==> config.mk <==
export PLATFORM = sky130hd
export DESIGN_NAME = pair_line_printer
export DESIGN_NICKNAME = d
export VERILOG_FILES = /design/src/rtl/pair_printer_pkg.sv /design/src/rtl/uart_tx_byte.sv /design/src/rtl/pair_line_printer.sv
export SDC_FILE = /design/constraint.sdc
export NUM_CORES = 1
export LEC_CHECK = 0
export CAP_MARGIN = 20
export CORE_MARGIN = 4
export CORE_UTILIZATION = 31
export CTS_CLUSTER_DIAMETER = 80
export CTS_CLUSTER_SIZE = 30
export DETAILED_ROUTE_END_ITERATION = 7
export DONT_BUFFER_PORTS = 1
export SYNTH_ARGS = -nofsm -noshare
export SYNTH_HDL_FRONTEND = slang
export SYNTH_HIERARCHICAL = 1
export SYNTH_SLANG_ARGS = --single-unit
export TNS_END_PERCENT = 20
==> constraint.sdc <==
create_clock -name clk -period 4.7 [get_ports clk]
set_input_delay 0.94 -clock clk [delete_from_list [all_inputs] [get_ports clk]]
set_output_delay 0.94 -clock clk [all_outputs]
set_load 0.02 [all_outputs]
==> src/rtl/pair_printer_pkg.sv <==
// Shared definitions for the pair line printer.
//   state_t     : line-printing FSM states
//   ASCII_*     : fixed characters emitted around each line
//   arrow_char  : character at a given position of the " -> " separator
package pair_printer_pkg;

  typedef enum logic [2:0] {
    IDLE  = 3'd0,
    LHS   = 3'd1,
    ARROW = 3'd2,
    RHS   = 3'd3,
    CR    = 3'd4,
    LF    = 3'd5
  } state_t;

  localparam logic [7:0] ASCII_SP   = 8'h20;
  localparam logic [7:0] ASCII_DASH = 8'h2D;
  localparam logic [7:0] ASCII_GT   = 8'h3E;
  localparam logic [7:0] ASCII_CR   = 8'h0D;
  localparam logic [7:0] ASCII_LF   = 8'h0A;

  // Separator is " -> ", indexed 0..3.
  function automatic logic [7:0] arrow_char(input logic [1:0] idx);
    logic [7:0] c;
    c = ASCII_SP;
    case (idx)
      2'd0:    c = ASCII_SP;
      2'd1:    c = ASCII_DASH;
      2'd2:    c = ASCII_GT;
      default: c = ASCII_SP;
    endcase
    return c;
  endfunction

endpackage

==> src/rtl/uart_tx_byte.sv <==
// 8N1 UART byte transmitter.
//   clk, rst_n : clock, asynchronous active-low reset
//   start      : begin a frame with data; only honoured while idle = 1
//   data[7:0]  : byte to send, LSB first
//   tx         : serial line, idles high, forced high by reset
//   idle       : transmitter can take a new byte on this clock edge
//
// idle is also high in the final cycle of a stop bit, so a byte offered
// then starts its start bit exactly as the previous stop bit ends; this
// is what makes back-to-back bytes gapless.
module uart_tx_byte #(
  parameter int CLKS_PER_BIT = 16
) (
  input  logic       clk,
  input  logic       rst_n,
  input  logic       start,
  input  logic [7:0] data,
  output logic       tx,
  output logic       idle
);

  localparam int BW = $clog2(CLKS_PER_BIT);
  localparam logic [BW-1:0] BAUD_LOAD = BW'(CLKS_PER_BIT - 1);

  logic          active_q, active_d;
  logic [BW-1:0] baud_q,   baud_d;
  logic [3:0]    bit_q,    bit_d;
  logic [7:0]    shift_q,  shift_d;
  logic          tx_q,     tx_d;

  // bit_q counts down the remaining bit slots: 9 = start, 8..1 = data,
  // 0 = stop. baud_q counts down the cycles left in the current slot.
  assign idle = !active_q || ((bit_q == 4'd0) && (baud_q == '0));
  assign tx   = tx_q;

  always_comb begin
    active_d = active_q;
    baud_d   = baud_q;
    bit_d    = bit_q;
    shift_d  = shift_q;
    tx_d     = tx_q;
    if (start && idle) begin
      active_d = 1'b1;
      baud_d   = BAUD_LOAD;
      bit_d    = 4'd9;
      shift_d  = data;
      tx_d     = 1'b0;
    end else if (active_q) begin
      if (baud_q == '0) begin
        if (bit_q == 4'd0) begin
          active_d = 1'b0;
          tx_d     = 1'b1;
        end else begin
          bit_d  = bit_q - 4'd1;
          baud_d = BAUD_LOAD;
          if (bit_q == 4'd1) begin
            tx_d = 1'b1;
          end else begin
            tx_d    = shift_q[0];
            shift_d = {1'b0, shift_q[7:1]};
          end
        end
      end else begin
        baud_d = baud_q - 1'b1;
      end
    end
  end

  always_ff @(posedge clk or negedge rst_n) begin
    if (!rst_n) begin
      active_q <= 1'b0;
      baud_q   <= '0;
      bit_q    <= 4'd0;
      shift_q  <= 8'h00;
      tx_q     <= 1'b1;
    end else begin
      active_q <= active_d;
      baud_q   <= baud_d;
      bit_q    <= bit_d;
      shift_q  <= shift_d;
      tx_q     <= tx_d;
    end
  end

endmodule

==> src/rtl/pair_line_printer.sv <==
// Prints each transform line "<lhs chars> -> <rhs chars>\r\n" over UART.
//   clk, rst_n          : clock, asynchronous active-low reset
//   pair_valid/ready    : handshake for one (lhs, rhs, pair_last) pair
//   lhs, rhs            : input-side and transformed characters
//   pair_last           : pair closes the current line
//   tx                  : 8N1 serial output
//   busy                : line in progress or byte in flight
//   overflow            : sticky, a line reached DEPTH pairs without last
//
// LHS characters go out as they are accepted; RHS characters wait in a
// DEPTH-entry buffer until the separator has been sent.
//
// state | meaning (byte currently in flight)
// IDLE  | nothing; waiting for the first pair of a line
// LHS   | an lhs character; may accept the next pair when it completes
// ARROW | separator character arrow_idx of " -> "
// RHS   | buffer entry rd_ptr-1
// CR    | carriage return
// LF    | line feed; line ends when it completes
//
// Every state hands the transmitter its next byte in the same cycle the
// current byte finishes, so a line has no idle bits between bytes.
module pair_line_printer
  import pair_printer_pkg::*;
#(
  parameter int CLKS_PER_BIT = 16,
  parameter int DEPTH        = 16
) (
  input  logic       clk,
  input  logic       rst_n,
  input  logic       pair_valid,
  output logic       pair_ready,
  input  logic [7:0] lhs,
  input  logic [7:0] rhs,
  input  logic       pair_last,
  output logic       tx,
  output logic       busy,
  output logic       overflow
);

  localparam int PW = $clog2(DEPTH + 1);
  localparam int AW = $clog2(DEPTH);
  localparam logic [PW-1:0] LAST_SLOT = PW'(DEPTH - 1);

  state_t        state_q,     state_d;
  logic [PW-1:0] wr_ptr_q,    wr_ptr_d;
  logic [PW-1:0] rd_ptr_q,    rd_ptr_d;
  logic [1:0]    arrow_idx_q, arrow_idx_d;
  logic          close_q,     close_d;
  logic          overflow_q,  overflow_d;
  logic          ready_en_q,  ready_en_d;
  logic [7:0]    buf_q [DEPTH];
  logic [7:0]    buf_d [DEPTH];

  logic       uart_start;
  logic [7:0] uart_data;
  logic       uart_idle;
  logic       accept;
  logic       at_last_slot;

  uart_tx_byte #(
    .CLKS_PER_BIT(CLKS_PER_BIT)
  ) u_uart (
    .clk   (clk),
    .rst_n (rst_n),
    .start (uart_start),
    .data  (uart_data),
    .tx    (tx),
    .idle  (uart_idle)
  );

  // ready_en_q keeps pair_ready low throughout reset and lets it rise on
  // the first edge after release. A closed line refuses further pairs.
  assign pair_ready   = ready_en_q && uart_idle &&
                        ((state_q == IDLE) || ((state_q == LHS) && !close_q));
  assign accept       = pair_valid && pair_ready;
  assign at_last_slot = (wr_ptr_q == LAST_SLOT);
  assign busy         = (state_q != IDLE) || !uart_idle;
  assign overflow     = overflow_q;

  always_comb begin
    state_d     = state_q;
    wr_ptr_d    = wr_ptr_q;
    rd_ptr_d    = rd_ptr_q;
    arrow_idx_d = arrow_idx_q;
    close_d     = close_q;
    overflow_d  = overflow_q;
    ready_en_d  = 1'b1;
    buf_d       = buf_q;
    uart_start  = 1'b0;
    uart_data   = 8'h00;

    if (accept) begin
      uart_start                = 1'b1;
      uart_data                 = lhs;
      buf_d[wr_ptr_q[AW-1:0]]   = rhs;
      wr_ptr_d                  = wr_ptr_q + 1'b1;
      state_d                   = LHS;
      if (pair_last || at_last_slot) begin
        close_d = 1'b1;
      end
      if (at_last_slot && !pair_last) begin
        overflow_d = 1'b1;
      end
    end else begin
      case (state_q)
        LHS: begin
          if (close_q && uart_idle) begin
            uart_start  = 1'b1;
            uart_data   = arrow_char(2'd0);
            arrow_idx_d = 2'd0;
            state_d     = ARROW;
          end
        end
        ARROW: begin
          if (uart_idle) begin
            uart_start = 1'b1;
            if (arrow_idx_q == 2'd3) begin
              // A closed line always holds at least one pair.
              uart_data = buf_q[0];
              rd_ptr_d  = PW'(1);
              state_d   = RHS;
            end else begin
              uart_data   = arrow_char(arrow_idx_q + 2'd1);
              arrow_idx_d = arrow_idx_q + 2'd1;
            end
          end
        end
        RHS: begin
          if (uart_idle) begin
            uart_start = 1'b1;
            if (rd_ptr_q == wr_ptr_q) begin
              uart_data = ASCII_CR;
              state_d   = CR;
            end else begin
              uart_data = buf_q[rd_ptr_q[AW-1:0]];
              rd_ptr_d  = rd_ptr_q + 1'b1;
            end
          end
        end
        CR: begin
          if (uart_idle) begin
            uart_start = 1'b1;
            uart_data  = ASCII_LF;
            state_d    = LF;
          end
        end
        LF: begin
          if (uart_idle) begin
            wr_ptr_d = '0;
            rd_ptr_d = '0;
            close_d  = 1'b0;
            state_d  = IDLE;
          end
        end
        default: begin
          state_d = state_q;
        end
      endcase
    end
  end

  always_ff @(posedge clk or negedge rst_n) begin
    if (!rst_n) begin
      state_q     <= IDLE;
      wr_ptr_q    <= '0;
      rd_ptr_q    <= '0;
      arrow_idx_q <= 2'd0;
      close_q     <= 1'b0;
      overflow_q  <= 1'b0;
      ready_en_q  <= 1'b0;
      buf_q       <= '{default: 8'h00};
    end else begin
      state_q     <= state_d;
      wr_ptr_q    <= wr_ptr_d;
      rd_ptr_q    <= rd_ptr_d;
      arrow_idx_q <= arrow_idx_d;
      close_q     <= close_d;
      overflow_q  <= overflow_d;
      ready_en_q  <= ready_en_d;
      buf_q       <= buf_d;
    end
  end

endmodule

==> results of run 1 <==
==> synthesized netlist by cell type, types with 3 or more instances <==
| cell | count | area [um^2] |
|---|---|---|
| ha_1 | 14 | 175 |
| and2_1 | 3 | 18.8 |
| nand3_1 | 24 | 120 |
| a31oi_1 | 5 | 31.3 |
| nor2_1 | 23 | 86.3 |
| clkbuf_1 | 21 | 78.8 |
| a21oi_1 | 18 | 90.1 |
| mux4_2 | 29 | 653 |
| a221o_1 | 3 | 30.0 |
| nand2b_1 | 5 | 31.3 |
| and3_1 | 7 | 43.8 |
| a32oi_1 | 3 | 26.3 |
| xnor2_1 | 9 | 78.8 |
| nor2b_1 | 8 | 50.1 |
| buf_4 | 3 | 22.5 |
| mux2_1 | 9 | 101 |
| mux2_2 | 124 | 1400 |
| dfrtp_1 | 163 | 4080 |
| a22o_1 | 3 | 26.3 |
| nand2_1 | 33 | 124 |
| o31ai_1 | 3 | 22.5 |
| mux2i_1 | 23 | 230 |
| nor3_1 | 5 | 25.0 |
| inv_1 | 18 | 67.6 |
| buf_2 | 14 | 70.1 |
| nand2_2 | 12 | 75.1 |
| nor3b_1 | 4 | 30.0 |
| o21ai_0 | 25 | 125 |
==> routing by layer <==
metal | share of wire | vias to the layer above
met5 | 0 | -
met4 | 0.0089 | 0
met3 | 0.052 | 12
met2 | 0.45 | 126
met1 | 0.49 | 2744
li1 | - | 2399
==> flip-flops by register name, indices dropped and copies added, names as in the netlist, 2 cells and up <==
| signal | count |
|---|---|
| state_q | 3 |
| u_uart/baud_q | 4 |
| wr_ptr_q | 5 |
| arrow_idx_q | 2 |
| u_uart/shift_q | 8 |
| rd_ptr_q | 5 |
| u_uart/bit_q | 4 |
| buf_q | 128 |
==> metrics by stage <==
step | cells | power (uW) | hold WS, ps
2_1_floorplan | 661 | 1450 | 459
3_3_place_gp | 963 | 1440 | 468
3_5_place_dp | 963 | 1440 | 485
4_1_cts | 995 | 2820 | 200
5_1_grt | 995 | 2880 | 194
6_report | 995 | 2790 | 222
==> power by group through the flow <==
stage | registers [uW] | clock network, uW | logic, uW
floorplan | 1440 | 0 | 8.20
global placement | 1440 | 0 | 1.48
detailed placement | 1440 | 0 | 1.49
CTS | 1410 | 1410 | 1.50
global route | 1410 | 1470 | 1.56
finish | 1410 | 1370 | 1.50
==> critical path, cell delays in order (launching register included) <==
cell      delay (ps)
dfrtp_1          410
inv_1             90
ha_1             200
nor3b_1          530
a21o_2           480
nor2b_1          260
nand3_1          270
nand2_1          370
nor4bb_1         390
a22oi_2          290
nor2_1           210
a21oi_1           60
==> logic make-up (layout without fill, tap and decap cells) <==
logic type	after synthesis	after routing	share of synthesized area
compound gates	84	84	0.0688
xor+xnor	10	10	0.0104
fa+ha+maj	14	14	0.0209
buf+inv	57	56	0.0291
flops	164	164	0.490
mux	185	185	0.284
other cells	1	1	0.000447
simple gates	146	146	0.0968
==> final timing paths <==
kind                             startpoint           endpoint  cells past startpoint
min in group clk                  buf_q[21]          buf_q[21]                      1
setup reg to reg           u_uart/baud_q[0]  u_uart/shift_q[6]                     11
hold / removal                        rst_n           overflow                      0
max in group asynchronous             rst_n          buf_q[54]                      0
hold reg to reg                   buf_q[21]          buf_q[21]                      1
setup / recovery           u_uart/baud_q[0]  u_uart/shift_q[6]                     11
==> layout by cell type, fill, tap and decap left out, drive strengths merged, types with 4 or more instances in the layout <==
cell	Yosys	layout
xnor2	9	9
nor3	6	6
clkbuf	22	21
mux2	133	133
o21ai	25	25
nand2	45	45
nor3b	6	6
mux4	29	29
inv	18	23
nor2	23	23
mux2i	23	23
nand3	24	24
ha	14	14
clkinv	0	4
nor2b	8	8
nor4	4	4
nand2b	5	5
and3	7	7
dfrtp	163	163
a31oi	5	5
a21oi	19	19
buf	17	6
==> final cells by class <==
type / count / area, um^2 / area share
Sequential cell: 164 / 4110 / 0.444
Multi-Input combinational cell: 440 / 4040 / 0.436
Clock buffer: 21 / 460 / 0.0498
Tap cell: 335 / 419 / 0.0453
Clock inverter: 11 / 115 / 0.0124
Inverter: 18 / 67.6 / 0.00730
Timing Repair Buffer: 6 / 45.0 / 0.00487
==> results.py, run 1 <==
metrics = {
    "sta": {
        "finalCriticalPeriod_ps": 3720,
        "fin_ws_ps": 975,
        "finalSetupViolations": 0,
        "clock_skew_ps": 10.8,
        "slew_viol_final": 0,
        "fin_setup_tns_ps": 0,
        "maxSlewHeadroom": 0.417,
        "rsz0062_at_grt": "false",
        "layout_worst_path_cycle_share": 0.793,
        "max_clock_freq_mhz": 268,
        "hold_viol_final": 0,
        "tightest_slew_ps": 874,
    },
    "clock_network": {
        "post_cts_resized": 0,
        "h-tree-depth": 4,
        "clk_pin_slew_worst_paths_ps": 70,
        "clk_path_buf_depth": 2,
        "cts.sinks": 164,
        "cts-buffers-inserted": 17,
        "clk_latency_ps": 430,
        "post_cts_buffers": 0,
        "cts-root-buf": "clkbuf_16",
        "cts-hold-fix-buffers": 0,
        "cts_tree": "yes",
    },
    "logic_synthesis": {
        "ys_types": 69,
        "async_flop_share": 1.00,
        "seq_area_frac_synth": 0.490,
        "synth.cell_area_mm2": 0.00839,
        "synthesis.nets": 695,
        "synth_flop_cell": "dfrtp_1",
        "synth_cells": 661,
        "syn_avg_cell_area_um2": 12.7,
        "synth_warnings": 6,
        "ys_ff_latch": 164,
        "synth-edff-count": 0,
    },
    "grt": {
        "grt_pass1_wl_mm": 31.3,
        "grt_overflow": 0,
        "grt_util_all_layers": 0.137,
        "grt_max_degree": 165,
        "grt_pass1_vias": 5285,
        "antenna_found_initial": 0,
        "grtUsageMet2": 0.201,
        "grt_use_met3": 0.0361,
        "met1_usage": 0.201,
        "grt.busiest_layer": "met2",
    },
    "floorplan": {
        "die_w_um": 172,
        "start_util": 0.318,
        "rows": 59,
        "ios": 24,
        "core_area_mm2": 0.0264,
        "dieArea_mm2": 0.0297,
        "die_h_um": 172,
    },
    "pwr": {
        "sequentialPowerShare": 0.506,
        "power_switching_uw": 604,
        "p_int_uw": 2180,
        "combPwrFrac": 0.001,
        "ir_worst_vdd_uv": 223,
        "p_clk_frac": 0.493,
        "power.density_mw_per_mm2": 301,
        "power_switching_share": 0.217,
        "p_leak_uw": 0.00430,
    },
    "place": {
        "placed_area_mm2": 0.00867,
        "place.port_buffers": 0,
        "preCtsSetupSlack_ps": 1040,
        "place.gp.congestion": 0.869,
        "dp_hpwl_mm": 12.9,
    },
    "drt": {
        "avgViaCountPerCell": 5.31,
        "first_iter_violations": 363,
        "wire_per_inst_um": 19.4,
        "drc": 0,
        "routed_wl_mm": 19.3,
        "firstDrtPassIters": 5,
        "antenna_left": 0,
        "via_count": 5281,
    },
    "hold_path": {
        "hp-class": "in2async",
    },
    "run": {
        "maxCapViolations": 0,
    },
    "setup_path": {
        "reg2reg_slack_ps": 980,
        "timing_worst_setup_path_type": "reg2reg",
        "endpoint_kind": "register",
        "cp_max_fo": 22,
        "startpoint_type": "register",
        "worstPathArrival_ps": 3990,
        "critPathRequiredTime_ps": 4970,
    },
    "outcome": {
        "status": "completed",
    },
    "final_layout": {
        "final_layout_size_suffix_gt1_frac": 0.324,
        "final_util": 0.351,
        "area_growth_pct": 10.3,
        "diodes": 0,
        "fillerInstances": 2560,
        "fin_nets": 681,
        "final_area_mm2": 0.00925,
    },
}
(Power assumes the default switching activity.)
==> run 2: changes to the inputs <==
==> constraint.sdc (replaced) <==
create_clock -name clk -period 3.1 [get_ports clk]
set_input_delay 0.62 -clock clk [delete_from_list [all_inputs] [get_ports clk]]
set_output_delay 0.62 -clock clk [all_outputs]
set_load 0.02 [all_outputs]
==> run 2 against run 1 <==
The run now ends with negative hold slack left. First-iteration DRC count decreased by 28%. Clock power increased by 55%. Sequential power increased by 52%. Flip-flop and latch count unchanged. Total power increased by 53%. Clock-buffer cell count decreased by 2. Critical path depth decreased by 4. Largest cell class unchanged. Clock skew increased by 4.3 ps. Design area increased by 1.9%.
==> results.py, run 2 (synthesis gave the netlist of run 1 again) <==
metrics = {
    "outcome": {
        "status": "finished with violations",
        "violations": "negative hold slack",
    },
    "clock_network": {
        "clk_latency_ps": 440,
        "clk_pin_slew_worst_paths_ps": 70,
        "post_cts_buffers": 0,
        "cts.sinks": 164,
        "cts-buffers-inserted": 17,
        "h-tree-depth": 4,
        "clk_path_buf_depth": 2,
        "cts-root-buf": "clkbuf_16",
        "cts_tree": "yes",
    },
    "pwr": {
        "p_leak_uw": 0.00439,
        "power.density_mw_per_mm2": 452,
        "ir_worst_vdd_uv": 286,
        "finalPower_uw": 4260,
    },
    "setup_path": {
        "cpPeakStageDelay_ps": 410,
        "path_cells": "inv_1 -> ha_1 -> nor3b_2 -> a21o_4 -> buf_4 -> nor2b_1 -> nand2_1",
        "timing_worst_setup_path_type": "reg2out",
        "endpoint_kind": "output port",
        "critPathRequiredTime_ps": 2480,
        "cp_max_fo": 21,
        "reg2reg_depth": 13,
        "startpoint_type": "register",
        "worstPathArrival_ps": 2230,
        "slowest_stage": "dfrtp_1",
    },
    "drt": {
        "first_iter_violations": 263,
        "antenna_left": 0,
        "drc": 0,
        "routed_wl_mm": 19.1,
        "firstDrtPassIters": 4,
        "avgViaCountPerCell": 5.19,
        "wire_per_inst_um": 19.0,
        "via_count": 5238,
    },
    "floorplan": {
        "die_w_um": 172,
        "die_h_um": 172,
        "ios": 24,
        "dieArea_mm2": 0.0297,
        "start_util": 0.318,
        "rows": 59,
        "core_area_mm2": 0.0264,
    },
    "sta": {
        "clock_skew_ps": 15.1,
        "hold_ws_ps": -108,
        "finalSetupViolations": 0,
        "finalCriticalPeriod_ps": 2850,
        "fin_setup_tns_ps": 0,
        "layout_worst_path_cycle_share": 0.921,
        "max_clock_freq_mhz": 350,
        "tightest_slew_ps": 614,
        "hold_viol_final": 163,
        "maxSlewHeadroom": 0.587,
        "slew_viol_final": 0,
        "rsz0062_at_grt": "false",
    },
    "final_layout": {
        "final_area_mm2": 0.00942,
        "final_common_cell": "dfrtp_1",
        "top_register": "buf_q",
        "fin_nets": 695,
        "diodes": 0,
        "reg_top3": "buf_q (128), u_uart/shift_q (8)",
        "area_growth_pct": 12.4,
        "final_layout_size_suffix_gt1_frac": 0.346,
        "largest_reg_flops": 128,
        "fillerInstances": 2546,
        "final_cell_mix": "dfrtp_1 (162), mux2_2 (124), nand2_1 (33)",
    },
    "grt": {
        "antenna_found_initial": 0,
        "grt_util_all_layers": 0.136,
        "grt_pass1_vias": 5319,
        "grt_pass1_wl_mm": 30.8,
        "grt_overflow": 0,
        "grt_max_degree": 165,
    },
    "place": {
        "place.gp.congestion": 0.842,
        "place.port_buffers": 0,
        "placed_area_mm2": 0.00883,
        "dp_hpwl_mm": 12.9,
    },
    "run": {
        "maxCapViolations": 0,
    },
    "hold_path": {
        "hp-class": "in2async",
    },
}
-- run 2: changes by cell type in the layout (fill, tap and decap cells not counted), sizes merged --
cell and change:
buf +14, clkbuf -2, inv +2
-- run 2: stage by stage --
step,std cells,setup slack (ps),util
final,1009,246,0.358
after CTS,1009,235,0.357
after global placement,977,351,0.335
after floorplan,661,11.8,-
after global routing,1009,12.7,0.358
after detailed placement,977,255,0.335
-- run 2: cell type report --
type / instances / area, um^2 / share of cell area
sequential: 164 / 4110 / 0.436
clock inverter: 13 / 136 / 0.0145
inverter: 18 / 67.6 / 0.00717
tap: 335 / 419 / 0.0445
clock buffer: 19 / 453 / 0.0481
multi-input combinational: 440 / 4070 / 0.431
timing repair buffer: 20 / 175 / 0.0186
-- run 2: repair_timing --
action                     CTS  global route
resized for setup            0             1
setup endpoints to repair    0             7
hold endpoints to repair   163           163
-- run 2: final timing paths --
path / from / end / slack, ps
worst max-delay path: u_uart/baud_q[0] / busy / 250
worst min-delay path: rst_n / u_uart/baud_q[1] / -110
worst max register to register: u_uart/baud_q[0] / u_uart/shift_q[1] / 290
worst min register to register: buf_q[28] / buf_q[28] / 490
max in group asynchronous: rst_n / buf_q[93] / 2930
min in group clk: rhs[3] / buf_q[67] / 300
-- run 2: worst max-delay path: cells and delay by family, from the launching register on --
kind / cells / cell delay, ps
AO/OA/AOI/OAI: 1 / 150
adder cells (fa/ha/maj): 1 / 190
buffers and inverters: 2 / 320
flip-flops: 1 / 410
AND/OR/NAND/NOR: 3 / 710
-- run 2: per-layer routing --
| metal | GRT usage | share of wire | vias to the layer above |
|---|---|---|---|
| li1 | - | - | 2437 |
| met1 | 0.199 | 0.49 | 2683 |
| met2 | 0.199 | 0.45 | 93 |
| met3 | 0.0302 | 0.043 | 25 |
| met4 | 0.0461 | 0.017 | 0 |
| met5 | 0 | 0 | - |
-- run 2: report_power, final --
| part | internal (uW) | total, uW | switching (uW) |
|---|---|---|---|
| Clock | 1170 | 2120 | 945 |
| Sequential | 2140 | 2140 | 0.199 |
| Combinational | 2.00 | 2.29 | 0.280 |
